[src/rtl/enc83_drain.sv]
// Sequential 8-to-3 encoder: captures a request vector and emits the index of every
// set bit, highest first, one index per output handshake.
module enc83_drain #(
    parameter int unsigned WIDTH = 8,
    parameter int unsigned IDX_W = 3
) (
    input  logic             clk,
    input  logic             rst_n,
    input  logic             in_valid,
    output logic             in_ready,
    input  logic [WIDTH-1:0] Data_in,
    output logic             out_valid,
    input  logic             out_ready,
    output logic [IDX_W-1:0] Data_out,
    output logic             out_last,
    output logic [3:0]       out_cnt,
    output logic             zero_err
);

    typedef enum logic [0:0] {StIdle, StDrain} state_e;

    state_e             state_q;
    logic [WIDTH-1:0]   pending_q;
    logic [3:0]         cnt_q;
    logic               zero_err_q;

    logic [IDX_W-1:0]   top_idx;
    logic [WIDTH-1:0]   top_bit;
    logic               last_bit;

    function automatic logic [3:0] popcount(input logic [WIDTH-1:0] v);
        logic [3:0] c;
        c = 4'd0;
        for (int i = 0; i < WIDTH; i++) begin
            c = c + 4'(v[i]);
        end
        return c;
    endfunction

    // Ascending scan so the highest set bit wins.
    always_comb begin
        top_idx = '0;
        for (int i = 0; i < WIDTH; i++) begin
            if (pending_q[i]) begin
                top_idx = IDX_W'(i);
            end
        end
        top_bit          = '0;
        top_bit[top_idx] = 1'b1;
        last_bit         = (pending_q & ~top_bit) == '0;
    end

    always_comb begin
        in_ready  = (state_q == StIdle);
        out_valid = (state_q == StDrain);
        Data_out  = out_valid ? top_idx : '0;
        out_last  = out_valid & last_bit;
        out_cnt   = cnt_q;
        zero_err  = zero_err_q;
    end

    always_ff @(posedge clk or negedge rst_n) begin
        if (!rst_n) begin
            state_q    <= StIdle;
            pending_q  <= '0;
            cnt_q      <= 4'd0;
            zero_err_q <= 1'b0;
        end else begin
            zero_err_q <= 1'b0;
            unique case (state_q)
                StIdle: begin
                    if (in_valid) begin
                        if (Data_in != '0) begin
                            pending_q <= Data_in;
                            cnt_q     <= popcount(Data_in);
                            state_q   <= StDrain;
                        end else begin
                            zero_err_q <= 1'b1;
                        end
                    end
                end
                StDrain: begin
                    if (out_ready) begin
                        pending_q <= pending_q & ~top_bit;
                        if (last_bit) begin
                            state_q <= StIdle;
                        end
                    end
                end
                default: state_q <= StIdle;
            endcase
        end
    end

endmodule

[config.mk]
export PLATFORM = sky130hd
export DESIGN_NAME = enc83_drain
export DESIGN_NICKNAME = d
export VERILOG_FILES = /design/src/rtl/enc83_drain.sv
export SDC_FILE = /design/constraint.sdc
export NUM_CORES = 1
export LEC_CHECK = 0
export BUFFER_PORTS_ARGS = -buffer_cell sky130_fd_sc_hd__buf_2
export CORE_MARGIN = 3
export CORE_UTILIZATION = 35
export DETAILED_ROUTE_END_ITERATION = 7
export HOLD_SLACK_MARGIN = 0.03
export PLACE_DENSITY = 0.63
export SYNTH_ARGS = -nofsm -noshare
export SYNTH_HDL_FRONTEND = slang
export SYNTH_SLANG_ARGS = --single-unit
export TNS_END_PERCENT = 50
[constraint.sdc]
create_clock -name clk -period 2.3 [get_ports clk]
set_input_delay 0.46 -clock clk [delete_from_list [all_inputs] [get_ports clk]]
set_output_delay 0.46 -clock clk [all_outputs]
set_load 0.05 [all_outputs]
# Yosys cells after proc, flatten, opt, wreduce, memory -nomap -nowiden
# Index checks and enable logic that the tools add are counted.
[classes]
add_sub_neg = 7
mul = 0
div_mod_pow = 0
magnitude_cmp = 2
n_eq_ne = 3
shifts = 0
mux = 22
bitwise = 4
reduce_logical = 5
[ops]
columns = ["cell", "n"]
rows = [
  ["8-bit two-way mux", 3],
  ["3-bit two-way mux", 6],
  ["4-bit by 1-bit adder with 4-bit output", 4],
  ["8-bit case mux with 2 select lines", 1],
  ["1-bit two-way mux", 9],
  ["8-bit bitwise AND", 1],
  ["8-bit zero test", 1],
  ["8-bit NOT", 1],
  ["8-bit nonzero test", 1],
  ["3-bit AND reduction", 2],
  ["3-bit by 1-bit adder with 4-bit output", 1],
  ["3-bit by 4-bit < comparator with 1-bit output, second input constant", 1],
  ["2-bit != test, second input constant", 2],
  ["2-bit by 1-bit adder with 3-bit output", 1],
  ["1-bit demux with 3-bit select", 1],
  ["3-bit by 1-bit >= comparator with 1-bit output, second input constant", 1],
  ["1-bit by 1-bit adder with 2-bit output", 1],
  ["2-bit two-way mux", 1],
  ["2-bit by 1-bit != test with 1-bit output, second input constant", 1],
  ["1-bit case mux with 2 select lines", 1],
  ["1-bit bitwise AND", 1],
  ["1-bit logical AND", 1],
  ["1-bit NOT", 1],
]
[word_totals]
ff_bits = 14
latchBits = 0
ram_bits = 0
rom_bits = 0
inputBits = 12
mem_count = 0

# Logic depth before layout (Yosys ltp)
[logic_depth]
word_depth = 17
depth_mapped = 9

# Worst setup path after synthesis
# No wires, ideal clock.
[synth_path]
path_kind = "flip-flop to output port"
start = "register state_q (netlist: out_valid)"
end = "output out_last"
arrival_time_ns = 2.693
path_slack_ns = -0.853
path_stages_with_launch = 4
cell_sequence = "dfrtp_1 -> clkdlybuf4s50_2 -> inv_1 -> nor3_1"
[synth_via]
elab_chain_len = 1
[synth_rtl]
columns = ["item", "line", "source"]
rows = [
  ["start: declaration", "22", "state_e state_q;"],
  ["start signal: assignment", "64", "state_q <= StIdle;"],
  ["start signal: assignment", "76", "state_q <= StDrain;"],
  ["start signal: assignment", "86", "state_q <= StIdle;"],
  ["1-bit bitwise AND", "57", "out_last = out_valid & last_bit;"],
  ["end: declaration", "15", "output logic out_last,"],
]
# No other way between the ends.

# Worst setup path in the final report
[layout_path]
start = "input Data_in[0]"
end = "register cnt_q[1] (netlist: out_cnt[1])"
[layout_via]
elab_chain_len = 7
word_cells_on_any_way = 9
classes_between = "7 x add/sub; 2 x reduce/logical"
[layout_rtl]
columns = ["item", "line", "source"]
rows = [
  ["start: declaration", "11", "input logic [WIDTH-1:0] Data_in,"],
  ["1-bit by 1-bit adder with 2-bit output", "35", "c = c + 4'(v[i]);"],
  ["2-bit by 1-bit adder with 3-bit output", "35", ""],
  ["3-bit by 1-bit adder with 4-bit output", "35", ""],
  ["4-bit by 1-bit adder with 4-bit output (4 in series)", "35", ""],
  ["end signal: assignment", "75", "cnt_q <= popcount(Data_in);"],
  ["end: declaration", "24", "logic [3:0] cnt_q;"],
]
# Parallel ways exist; a longest one is shown, timed or not.
# A chain may end at the register's enable or synchronous reset.

==> results.yml <==
outcome:
  status: "complete, but fails checks"
  violations: "negative setup slack"
route:
  dr_total_vias: 875
  drc: 0
  wl_um: 2450
  first_iter_violations: 11
  detail-route-antenna-nets: 0
  dr.pass1.iters: 4
  wire_per_inst_um: 15.0
  via_per_inst: 5.37
sta:
  final.period_utilization_pct: 121
  setup_violations: 5
  setup_tns_ns: -1.52
  post-route-worst-setup-slack_ns: -0.472
  slew_viol_final: 0
  fmax_mhz: 361
  min_period_ns: 2.77
  grt_setup_unrepaired: "true"
  hold_viol: 0
  worst_pin_slew_ns: 0.342
  max_slew_margin_pct: 77.1
  finClkSkew_ns: 0.00871
worst_setup_path:
  cp_top_family: "adder cells"
  worst_r2r_endpoint: "out_valid"
  crit_path_max_fanout: 2
  path_buf_inv: 3
  rr_startpoint: "pending_q[6]"
  crit_path_max_incr_delay_ns: 0.53
  crit_type: "in -> reg"
  r2r_slack_ns: 0.15
  reg2regPathDepth: 5
  cp_cell_sequence: "buf_6 > fa_1 > inv_1 > fa_1 > fa_1 > inv_2 > ha_4 > fa_2 > mux2_2"
  crit_top_cell: "fa_1"
  end_kind: "register"
  arrival_ns: 2.96
  startpoint_type: "input port"
  cp.required_ns: 2.48
  cpMaxStageDelayCell: "fa_1"
yosys:
  synth.distinct_cells: 43
  synth.yosys.warnings: 0
  synth_edf_count: 0
  syn_avg_cell_area_um2: 9.88
  synth_area_leaders: "dfrtp_1 36%, fa_1 8.2%, inv_1 5.4%"
  synthArstFlopShare_pct: 100
  synthCells: 99
  yosys_most_used_dff: "dfrtp_1"
  synth_nets: 119
  yosys.area.top_type: "dfrtp_1"
  yosysSeqAreaShare_pct: 35.8
  synth_top_cell_area_share_pct: 35.8
  syn_area_um2: 978
  ys_ff_latch: 14
cells_and_area:
  layout_commonest_cell: "buf_2"
  final_util_pct: 49.1
  area_growth_pct: 28.8
  drive_gt1_share_pct: 40.6
  nFillCells: 268
  mostFrequentLayoutCells: "20 x buf_2, 15 x buf_4, 14 x dfrtp_1, 13 x inv_1"
  stdcell_count: 163
  nNetsFinal: 155
  antennaDiodeCount: 0
  final_area_um2: 1260
placed_design:
  dpl.cell_count: 159
  dpl.hpwl_um: 1880
  port-buffer-count: 22
  place_congestion: 0.818
  placed_cell_area_um2: 1200
cts:
  clockBufferDepth: 2
  cts_buffers: 3
  numClockSinks: 14
  cts_tree: "yes"
  cts_root_buf: "clkbuf_4"
  clkLatencyLatePin_ns: 0.29
  cts-htree-levels: 1
  cts.clk_slew.worst_paths_ns: 0.09
floorplanning:
  die_height_um: 58.9
  die_w_um: 58.9
  rows: 18
  ios: 23
  dieArea_um2: 3470
  start_util_pct: 38.1
  core_area_um2: 2570
global_route:
  grt_pass1_vias: 908
  grt_usage_pct: 16.6
  overflow: 0
  grt_max_degree: 22
  antenna_found_initial: 0
  grt_pass1_wl_um: 4380
flow_run:
  drv_cap: 0
min_path:
  min_path_type: "in -> async"
power:
  power.density_nw_per_um2: 1530
  ir_worst_vdd_mv: 1.23
  p_leak_nw: 0.631
-- registers in the layout (all words and copies together), names as in the netlist --
name and count:
pending_q 8, out_cnt 4, out_valid 1, zero_err 1
-- Yosys cell counts (2+ instances only) --
cell     count
o22ai_1      3
ha_1         4
a22o_1       6
inv_1       14
o21ai_0      6
dfrtp_1     14
nor2b_1      2
nor3_1       3
nor2_1       5
fa_1         4
mux2_2       2
a21oi_1      3
nand2_1      3
-- worst max path at each step --
| stage | start | end | slack [ns] | depth (start not counted) |
|---|---|---|---|---|
| detailed placement | Data_in[0] | out_cnt[1] | -0.86 | 9 |
| floorplan | Data_in[0] | out_cnt[1] | -0.63 | 8 |
| global placement | Data_in[0] | out_cnt[1] | -0.80 | 9 |
| finish | Data_in[0] | out_cnt[1] | -0.47 | 9 |
| CTS | Data_in[0] | out_cnt[1] | -0.48 | 9 |
| global route | Data_in[0] | out_cnt[1] | -0.49 | 9 |
-- area by class of cell --
class	count	area, µm²	share of cell area, %
Tap cell	30	37.5	2.98
Multi-Input combinational cell	65	562	44.6
Inverter	14	52.6	4.17
Clock buffer	3	22.5	1.79
Timing Repair Buffer	37	235	18.7
Sequential cell	14	350	27.8
-- timing repair --
item	CTS	global route
gates resized for setup	6	1
setup buffers	1	0
hold buffers	0	0
pin swaps	2	0
setup endpoints to repair	5	5
-- report_power, final --
part	leakage, nW	switching (mW)	internal [mW]
registers	0.175	0.0941	0.351
logic	0.442	0.815	0.522
clock network	0.0138	0.0847	0.0609
-- per-layer routing --
| layer | GRT usage (%) | share of wire, % | wire length [µm] | up-vias |
|---|---|---|---|---|
| met5 | 0 | 0 | 0 | - |
| met4 | 3.88 | 1.3 | 31 | 0 |
| met3 | 4.39 | 4.4 | 107 | 4 |
| met2 | 27.1 | 49 | 1210 | 18 |
| met1 | 22.1 | 45 | 1100 | 434 |
| li1 | - | - | - | 419 |
-- worst reg2reg max path, cell delays in order, from the launching register on --
cell     delay (ns)
dfrtp_1        0.38
or4_4          0.53
or3_1          0.32
maj3_2         0.34
buf_4          0.15
o32a_1         0.33
-- cells by family (layout without fill, tap and decap cells) --
logic type               count (synthesis)  after routing  synth area share, %
AO/OA/AOI/OAI                           29             29                 21.9
AND/OR/NAND/NOR                         23             23                 13.8
buffers and inverters                   20             54                 9.85
flip-flops                              14             14                 35.8
adder cells (fa/ha/maj)                 10             10                 15.5
multiplexers                             2              2                 2.30
XOR/XNOR                                 1              1                0.895
-- metrics by stage --
| step | total power [mW] | hold slack (ns) | setup WS [ns] |
|---|---|---|---|
| finish | 1.93 | 0.0523 | -0.472 |
| global route | 2.08 | 0.0661 | -0.495 |
| CTS | 1.92 | 0.0622 | -0.475 |
| detailed placement | 1.70 | 0.386 | -0.855 |
| global placement | 1.67 | 0.380 | -0.799 |
| floorplan | 1.40 | 0.164 | -0.631 |
Note: power is estimated with default switching activity, not from simulation.
